`config.mk`:
```
export PLATFORM = sky130hd
export DESIGN_NAME = mem_stage_sequencer
export DESIGN_NICKNAME = d
export VERILOG_FILES = /design/src/rtl/mem_stage_sequencer_pkg.sv /design/src/rtl/byte_lane_unit.sv /design/src/rtl/mem_stage_sequencer.sv
export SDC_FILE = /design/constraint.sdc
export NUM_CORES = 1
export LEC_CHECK = 0
export ABC_AREA = 1
export CORE_MARGIN = 3
export CORE_UTILIZATION = 40
export DETAILED_ROUTE_END_ITERATION = 16
export GPL_TIMING_DRIVEN = 0
export PLACE_DENSITY = 0.82
export SYNTH_ARGS = -nofsm -noshare
export SYNTH_HDL_FRONTEND = slang
export SYNTH_SLANG_ARGS = --single-unit
```
`constraint.sdc`:
```
create_clock -name clk -period 2.6 [get_ports clk]
set_clock_uncertainty 0.05 [all_clocks]
set_input_delay 0.52 -clock clk [delete_from_list [all_inputs] [get_ports clk]]
set_output_delay 0.52 -clock clk [all_outputs]
set_load 0.01 [all_outputs]
```
`src/rtl/mem_stage_sequencer_pkg.sv`:
```
// lc3b_types: shared LC-3b opcode constants, MEM-stage sequencer state and byte-enable codes.
// Contents: lc3b_opcode and op_* constants, mseq_state_t (IDLE/ACC1/ACC2/HOLD),
// BE_WORD/BE_LO/BE_HI byte enables, is_indirect() helper for LDI/STI.
package lc3b_types;
  typedef logic [3:0] lc3b_opcode;
  localparam lc3b_opcode op_br   = 4'b0000;
  localparam lc3b_opcode op_add  = 4'b0001;
  localparam lc3b_opcode op_ldb  = 4'b0010;
  localparam lc3b_opcode op_stb  = 4'b0011;
  localparam lc3b_opcode op_jsr  = 4'b0100;
  localparam lc3b_opcode op_and  = 4'b0101;
  localparam lc3b_opcode op_ldr  = 4'b0110;
  localparam lc3b_opcode op_str  = 4'b0111;
  localparam lc3b_opcode op_rti  = 4'b1000;
  localparam lc3b_opcode op_not  = 4'b1001;
  localparam lc3b_opcode op_ldi  = 4'b1010;
  localparam lc3b_opcode op_sti  = 4'b1011;
  localparam lc3b_opcode op_jmp  = 4'b1100;
  localparam lc3b_opcode op_shf  = 4'b1101;
  localparam lc3b_opcode op_lea  = 4'b1110;
  localparam lc3b_opcode op_trap = 4'b1111;
  typedef enum logic [1:0] {IDLE, ACC1, ACC2, HOLD} mseq_state_t;
  localparam logic [1:0] BE_WORD = 2'b11;
  localparam logic [1:0] BE_LO   = 2'b01;
  localparam logic [1:0] BE_HI   = 2'b10;
  function automatic logic is_indirect(input lc3b_opcode op);
    return op == op_ldi || op == op_sti;
  endfunction
endpackage

```
`src/rtl/byte_lane_unit.sv`:
```
// byte_lane_unit: combinational LDB byte extraction, STB data replication and byte-enable generation.
// Ports: opcode (in), addr_lsb (in, 1 = high byte), wdata_in/rdata_in (in),
// byte_en (out, bit0 = low byte), wdata_out (out), rdata_out (out, zero-extended byte for LDB).
module byte_lane_unit
  import lc3b_types::*;
#(
  parameter int DATA_W = 16
) (
  input  lc3b_opcode        opcode,
  input  logic              addr_lsb,
  input  logic [DATA_W-1:0] wdata_in,
  input  logic [DATA_W-1:0] rdata_in,
  output logic [1:0]        byte_en,
  output logic [DATA_W-1:0] wdata_out,
  output logic [DATA_W-1:0] rdata_out
);
  localparam int H = DATA_W / 2;
  logic [H-1:0] rbyte;
  assign rbyte     = addr_lsb ? rdata_in[DATA_W-1:H] : rdata_in[H-1:0];
  assign rdata_out = opcode == op_ldb ? {{H{1'b0}}, rbyte} : rdata_in;
  // the store byte is placed on both lanes so memory picks it up from whichever lane is enabled
  assign wdata_out = opcode == op_stb ? {2{wdata_in[H-1:0]}} : wdata_in;
  assign byte_en   = opcode == op_stb ? (addr_lsb ? BE_HI : BE_LO) : BE_WORD;
endmodule

```
`src/rtl/mem_stage_sequencer.sv`:
```
// mem_stage_sequencer: MEM-stage sequencer turning EX/MEM control into D-memory transactions
// (single accesses, two-access LDI/STI, LDB/STB byte lanes) and stalling the pipeline until done.
// Inputs : clk, rst_n (async active-low), op_valid, opcode, ctrl_mem_read, ctrl_mem_write,
//          mem_addr, mem_wdata, advance, dmem_resp, dmem_rdata.
// Outputs: dmem_read, dmem_write, dmem_addr, dmem_wdata, dmem_byte_en, load_data, stall,
//          plus mem_timeout when built with MEM_TIMEOUT_EN (255-cycle access watchdog).
module mem_stage_sequencer
  import lc3b_types::*;
#(
  parameter int ADDR_W = 16,
  parameter int DATA_W = 16
) (
  input  logic              clk,
  input  logic              rst_n,
  input  logic              op_valid,
  input  logic [3:0]        opcode,
  input  logic              ctrl_mem_read,
  input  logic              ctrl_mem_write,
  input  logic [ADDR_W-1:0] mem_addr,
  input  logic [DATA_W-1:0] mem_wdata,
  input  logic              advance,
  input  logic              dmem_resp,
  input  logic [DATA_W-1:0] dmem_rdata,
  output logic              dmem_read,
  output logic              dmem_write,
  output logic [ADDR_W-1:0] dmem_addr,
  output logic [DATA_W-1:0] dmem_wdata,
  output logic [1:0]        dmem_byte_en,
  output logic [DATA_W-1:0] load_data,
`ifdef MEM_TIMEOUT_EN
  output logic              mem_timeout,
`endif
  output logic              stall
);
  mseq_state_t state_q, state_d;
  logic [ADDR_W-1:0] ptr_q;
  logic [DATA_W-1:0] data_q;
  logic mem_op, ind, in_acc, active, timeout, ptr_step, complete, is_write;
  logic [1:0] lane_be;
  logic [DATA_W-1:0] lane_wdata, lane_rdata, final_data;
  assign mem_op = op_valid && (ctrl_mem_read || ctrl_mem_write);
  assign ind    = is_indirect(opcode);
  assign in_acc = state_q == ACC1 || state_q == ACC2;
  // requests come straight out of IDLE so an op costs no idle bubble; rst_n gating drops them instantly
  assign active = rst_n && (in_acc || (state_q == IDLE && mem_op));
`ifdef MEM_TIMEOUT_EN
  logic [7:0] tmo_cnt;
  always_ff @(posedge clk or negedge rst_n)
    if (!rst_n)
      tmo_cnt <= '0;
    else
      tmo_cnt <= (dmem_resp || state_d != state_q) ? 8'd0 : in_acc ? tmo_cnt + 8'd1 : tmo_cnt;
  assign timeout     = in_acc && tmo_cnt == 8'hFF && !dmem_resp;
  assign mem_timeout = rst_n && timeout;
`else
  assign timeout = 1'b0;
`endif
  // a response to the pointer fetch of LDI/STI moves on to the second access instead of completing
  assign ptr_step   = state_q == ACC1 && ind && dmem_resp;
  assign complete   = rst_n && in_acc && (timeout || (dmem_resp && !ptr_step));
  assign is_write   = state_q == ACC2 ? opcode == op_sti : ctrl_mem_write && !ind;
  byte_lane_unit #(.DATA_W(DATA_W)) u_lane (
    .opcode   (opcode),
    .addr_lsb (mem_addr[0]),
    .wdata_in (mem_wdata),
    .rdata_in (dmem_rdata),
    .byte_en  (lane_be),
    .wdata_out(lane_wdata),
    .rdata_out(lane_rdata)
  );
  assign final_data   = timeout ? DATA_W'(16'hDEAD) : lane_rdata;
  assign dmem_read    = active && !is_write;
  assign dmem_write   = active && is_write;
  assign dmem_addr    = active ? (state_q == ACC2 ? ptr_q : mem_addr) : '0;
  assign dmem_wdata   = dmem_write ? lane_wdata : '0;
  assign dmem_byte_en = dmem_write ? lane_be : BE_WORD;
  assign load_data    = complete ? final_data : (rst_n && state_q == HOLD) ? data_q : '0;
  assign stall        = active && !complete;
  always_comb begin
    state_d = state_q;
    unique case (state_q)
      IDLE:       state_d = mem_op ? ACC1 : IDLE;
      ACC1, ACC2: state_d = ptr_step ? ACC2 : complete ? (advance ? IDLE : HOLD) : state_q;
      HOLD:       state_d = advance ? IDLE : HOLD;
      default:    state_d = IDLE;
    endcase
  end
  always_ff @(posedge clk or negedge rst_n)
    if (!rst_n) begin
      state_q <= IDLE;
      ptr_q   <= '0;
      data_q  <= '0;
    end else begin
      state_q <= state_d;
      if (ptr_step) ptr_q <= dmem_rdata[ADDR_W-1:0];
      if (complete && !advance) data_q <= final_data;
    end
endmodule

```
==> results of run 1 <==
-- worst reg2reg max path: cells and delay by family (launching register included) --
kind | cells | cell delay (ps)
fa+ha+maj | 1 | 280
simple gates | 5 | 570
compound gates | 1 | 60
flops | 1 | 400
buf+inv | 4 | 480
-- layout make-up --
| class | instances | area, um2 |
|---|---|---|
| fill | 505 | 1960 |
| sequential | 34 | 851 |
| timing repair buffer | 122 | 985 |
| tap | 72 | 90.1 |
| multi-input combinational | 286 | 1380 |
| inverter | 35 | 144 |
| buffer | 17 | 146 |
| clock buffer | 6 | 82.6 |
-- per-stage QoR --
step	cell area [um2]	hold slack [ps]
CTS	3740	97.0
finish	3680	78.4
global placement	3590	412
detailed placement	3590	416
floorplan	2400	174
global route	3680	90.5
-- synth_stat cells --
cell      number  share of area
nand2_1      162           0.25
dfrtp_1       34           0.35
inv_1         32          0.050
nand3_1       30          0.063
nor2_1        26          0.041
o21ai_0       23          0.048
a21oi_1       18          0.038
o21ai_2        9          0.033
buf_6          5          0.023
clkbuf_1       5         0.0078
ha_1           5          0.026
buf_2          4         0.0083
nand4_1        4          0.010
buf_4          3         0.0094
o21ai_1        3         0.0063
nand2_2        2         0.0052
clkinv_1       1         0.0016
clkinv_4       1         0.0037
inv_4          1         0.0026
nand3_2        1         0.0042
nand3b_2       1         0.0047
nor2_4         1         0.0047
nor3_1         1         0.0021
-- power breakdown --
| part | internal, W | switching (W) |
|---|---|---|
| registers | 0.000778 | 0.000138 |
| logic | 0.000547 | 0.000652 |
| clock network | 0.000204 | 0.000182 |
| total | 0.00153 | 0.000972 |
-- timing repair --
item                       CTS  global route
pin swaps                    5             4
setup endpoints to repair   53            33
gates cloned                 1             1
resized for setup          138            73
buffers inserted             7             3
-- state kept, by name, indices dropped and copies added, names as in the netlist --
| signal | flops |
|---|---|
| state_q | 2 |
| data_q | 16 |
| ptr_q | 16 |
-- how the worst max path moves through the flow --
| stage | from | slack (ps) | depth (start not counted) | endpoint |
|---|---|---|---|---|
| final | state_q[1] | 90 | 10 | load_data[0] |
| after global routing | state_q[1] | -10 | 10 | load_data[0] |
| after CTS | state_q[1] | -0.2 | 10 | load_data[12] |
| after detailed placement | rst_n | -740 | 7 | load_data[14] |
| after global placement | rst_n | -1760 | 7 | load_data[13] |
| after floorplan | state_q[0] | 440 | 8 | load_data[13] |
-- routing by layer --
layer | track usage | vias to the layer above | wire length, um
li1 | - | 1427 | -
met1 | 0.304 | 1309 | 3600
met2 | 0.388 | 121 | 4000
met3 | 0.0484 | 11 | 624
met4 | 0.0439 | 0 | 97
met5 | 0 | - | 0
-- kinds of logic after synthesis --
| family | Yosys count |
|---|---|
| and+or+nand+nor | 228 |
| buffers and inverters | 52 |
| adders and majority gates | 5 |
| AOI/OAI and AO/OA | 53 |
| DFF | 34 |
==> flow_summary.json, run 1 <==
{
  "cts_tree": "yes",
  "yosys_warnings": 0,
  "power-per-cell-area_nw_per_um2": 680,
  "die_area_um2": 6960,
  "max-cap-violations": 0,
  "wirelength_mm": 8.33,
  "path_max_fanout": 10,
  "grt_pass1_wl_mm": 13.3,
  "final.setup.worst_slack_ps": 85.5,
  "critPathBufInv": 4,
  "htreeDepth": 2,
  "crit_top_cell": "nand2_1",
  "floorplan.initialDensity": 0.425,
  "cts_root_buf": "clkbuf_8",
  "nets": 565,
  "vias_per_cell": 5.01,
  "grt_max_degree": 39,
  "synth_top_family_by_area": "simple AND/OR/NAND/NOR gates",
  "vias": 2868,
  "die_w_um": 83.5,
  "cts_sinks": 34,
  "drtPass1Iterations": 4,
  "synth_xor_area_frac": 0,
  "coreArea_um2": 5640,
  "worst_hold_path_type": "in -> async",
  "synthCells": 372,
  "fin_crit_sh": 0.967,
  "slew_viol_final": 0,
  "area_growth_pct": 53.3,
  "worst_ep_required_time_ps": 2030,
  "drc_errors": 0,
  "gr-total-overflow": 0,
  "report.final.hold_viol_count": 0,
  "ys_seq_area_frac": 0.355,
  "fmax_ghz": 0.398,
  "synth_area_um2": 2400,
  "layout_min_cycle_time_ps": 2510,
  "dp_hpwl_mm": 6.19,
  "avgSynthCellArea_um2": 6.45,
  "wl_per_cell_um": 14.6,
  "crit_arrival_ps": 1940,
  "clock_latency_ps": 280,
  "place_congestion": 0.872,
  "slew_headroom": 0.738,
  "final_layout_size_suffix_gt1_frac": 0.222,
  "r2r-end": "data_q[13]",
  "worst_setup_path_start_kind": "flop",
  "synthDistinctLibCells": 23,
  "diodes": 0,
  "pre_cts_slack_ps": -737,
  "r2r_start": "state_q[1]",
  "tns_ps": 0,
  "antenna_found_initial": 0,
  "port_buffers": 110,
  "ys_seq_elements": 34,
  "ios": 112,
  "grt_usage": 0.229,
  "vdd_ir_drop_max_mv": 0.358,
  "critical_path.cell_chain": "inv_2, ha_4, nand2_1, nor2_2, nand2_2, buf_8, buf_6, nand3_1, nand2_1, clkdlybuf4s15_1",
  "slowest_stage": "dfrtp_1",
  "cp-end-kind": "primary output",
  "final_antenna_net_count": 0,
  "power.total_w": 0.00250,
  "drt_iter0_markers": 170,
  "placed_cells": 554,
  "synth_nets": 436,
  "rr_worst_depth": 11,
  "cts_max_path_buffers": 2,
  "fin_util": 0.652,
  "crit_family": "buffers and inverters",
  "synth-compound-area-share": 0.125,
  "die_height_um": 83.5,
  "synthAdderAreaFrac": 0.0261,
  "instances_no_fill": 572,
  "rrSetupSlack_ps": 650,
  "path_class": "reg -> out",
  "synth_mux_area_frac": 0,
  "cts.clk_slew.worst_paths_ps": 70,
  "tightestPinTransition_ps": 393,
  "setup_viol": 0,
  "num_rows": 27,
  "grt_pass1_vias": 2764,
  "cts_buffers": 5,
  "hold_buffers": 0,
  "final_cell_mix": "nand2_1, clkdlybuf4s50_1, dfrtp_1, nand3_1, inv_1",
  "slowest_delay_ps": 400,
  "yosys.area_share.simple": 0.388,
  "power_leakage_nw": 2.03,
  "outcome": "complete, no violations",
  "final_common_cell": "nand2_1"
}
No activity file was read; power rests on OpenSTA's default activity.
==> run 2, diff against run 1 <==
REMOVE_ABC_BUFFERS = 1   (was default)
==> run 2 against run 1 <==
  * Clock power up 20%
  * Core utilization rose by 4.7 points
  * First-iteration DRC count rose by 12%
  * Sequential share of layout area fell by 1.5 points
  * Hold slack improved by 12 ps
  * Die area unchanged
  * Total power up 7.5%
  * Register-to-register slack worse by 440 ps
==> flow_summary.json, run 2 (same netlist as run 1, synthesis figures left out) <==
{
  "outcome": "complete, no violations",
  "cts_buffers": 5,
  "pre_cts_slack_ps": -1170,
  "wl_per_cell_um": 15.4,
  "final.setup.worst_slack_ps": 6.14,
  "cts_sinks": 34,
  "cp-end-kind": "primary output",
  "grt_pass1_wl_mm": 13.3,
  "grt_pass1_vias": 2761,
  "dp_hpwl_mm": 5.49,
  "ios": 112,
  "slowest_stage": "dfrtp_1",
  "drc_errors": 0,
  "crit_arrival_ps": 2020,
  "port_buffers": 111,
  "instances_no_fill": 576,
  "nets": 567,
  "final_common_cell": "nand2_1",
  "area_growth_pct": 64.2,
  "diodes": 0,
  "final_cell_mix": "nand2_1, clkdlybuf4s50_1, dfrtp_1, nand3_1",
  "power_leakage_nw": 2.11,
  "tightestPinTransition_ps": 978,
  "cts_tree": "yes",
  "grt_setup_unrepaired": "yes",
  "floorplan.initialDensity": 0.425,
  "die_height_um": 83.5,
  "n_fill_cell": 430,
  "crit_family": "buffers and inverters",
  "final_layout_size_suffix_gt1_frac": 0.228,
  "layout_min_cycle_time_ps": 2590,
  "regArea_um2": 851,
  "top_signal_layer_used": "met4",
  "drtPass1Iterations": 5,
  "multi_input_area_um2": 1510,
  "coreArea_um2": 5640,
  "worst_hold_path_type": "in -> async",
  "wl_met1_mm": 3.45,
  "cts_max_path_buffers": 2,
  "setup_viol": 0,
  "largest_registers": "data_q (16), ptr_q (16), state_q (2)",
  "grt_max_degree": 41,
  "htreeDepth": 2,
  "grt_usage": 0.234,
  "slew_headroom": 0.346,
  "final_antenna_net_count": 0,
  "vias": 3008,
  "tns_ps": 0,
  "hold_buffers": 0,
  "antenna_found_initial": 0,
  "rrSetupSlack_ps": 210,
  "wl_met3_um": 599,
  "max-cap-violations": 0,
  "report.final.hold_viol_count": 0,
  "num_rows": 27,
  "critPathBufInv": 5,
  "cts.clk_slew.worst_paths_ps": 70,
  "die_w_um": 83.5,
  "vdd_ir_drop_max_mv": 0.541,
  "path_max_fanout": 7,
  "clock_latency_ps": 290,
  "fin_crit_sh": 0.998,
  "wirelength_mm": 8.88,
  "crit_top_cell": "buf_6",
  "slowest_delay_ps": 420,
  "gr-total-overflow": 0,
  "vias_per_cell": 5.22,
  "path_class": "reg -> out",
  "slew_viol_final": 0,
  "place_congestion": 0.882,
  "critical_path.cell_chain": "buf_6, ha_4, clkinv_8, nand2_4, o21ai_4, buf_12, nand3_4, buf_6, nor2_2, buf_2",
  "cts_root_buf": "clkbuf_8",
  "worst_setup_path_start_kind": "flop",
  "die_area_um2": 6960,
  "wl_met2_mm": 4.41,
  "drt_iter0_markers": 191,
  "placed_cells": 538,
  "worst_ep_required_time_ps": 2030,
  "fmax_ghz": 0.386,
  "power-per-cell-area_nw_per_um2": 682
}
==> run 2: cell types whose count changed in the layout (fill, tap and decap cells not counted), moves of 4 or more <==
cell	delta
buf_4	+7
clkbuf_2	-13
buf_2	-7
nor2_1	-6
dlygate4sd2_1	+11
clkdlybuf4s15_1	+4
a21oi_1	-5
a21oi_2	+5
buf_6	-4
==> run 2: layer usage <==
| metal | vias to the layer above | global-route usage |
|---|---|---|
| li1 | 1440 | - |
| met1 | 1375 | 0.287 |
| met2 | 156 | 0.417 |
| met3 | 37 | 0.0336 |
| met4 | 0 | 0.0848 |
| met5 | - | 0 |
==> run 2: report_power, final <==
group          leakage [nW]  switching [W]  internal, W
clock                0.0575       0.000195     0.000267
combinational          1.62       0.000723     0.000578
sequential            0.432       0.000147     0.000777
total                  2.11        0.00107      0.00162
==> run 2: repair_timing <==
action,4_1_cts,5_1_grt
buffers inserted,17,9
cloned,4,0
pin swaps,11,10
resized for setup,136,65
setup endpoints to repair,85,62
==> run 2: layout make-up <==
type	instances	area share
clock buffer	8	0.0279
inverter	35	0.0410
multi-input combinational	290	0.383
sequential	34	0.216
tap	72	0.0229
timing repair buffer	137	0.310
==> run 2: through the flow <==
| stage | total power [W] | hold WS, ps | util | area, um2 |
|---|---|---|---|---|
| after detailed placement | 0.00199 | 416 | 0.617 | 3480 |
| after global routing | 0.00286 | 112 | 0.699 | 3940 |
| after CTS | 0.00258 | 97.8 | 0.679 | 3830 |
| after floorplan | 0.00149 | 174 | - | 2280 |
| after global placement | 0.00194 | 411 | 0.617 | 3480 |
| final | 0.00269 | 90.2 | 0.699 | 3940 |
==> run 2: final timing paths <==
| kind | from | depth (start not counted) | end |
|---|---|---|---|
| setup / recovery | state_q[1] | 10 | dmem_wdata[10] |
| hold / removal | rst_n | 1 | ptr_q[15] |
| setup reg to reg | state_q[1] | 6 | ptr_q[2] |
| hold reg to reg | ptr_q[15] | 2 | ptr_q[15] |
| max in group asynchronous | rst_n | 1 | data_q[14] |
| min in group clk | ptr_q[15] | 2 | ptr_q[15] |
==> run 2: worst register-to-register path, delay by kind of cell, from the launching register on <==
family / cells / cell delay, ps
flops: 1 / 420
fa+ha+maj: 1 / 180
buf+inv: 2 / 740
simple gates: 3 / 940
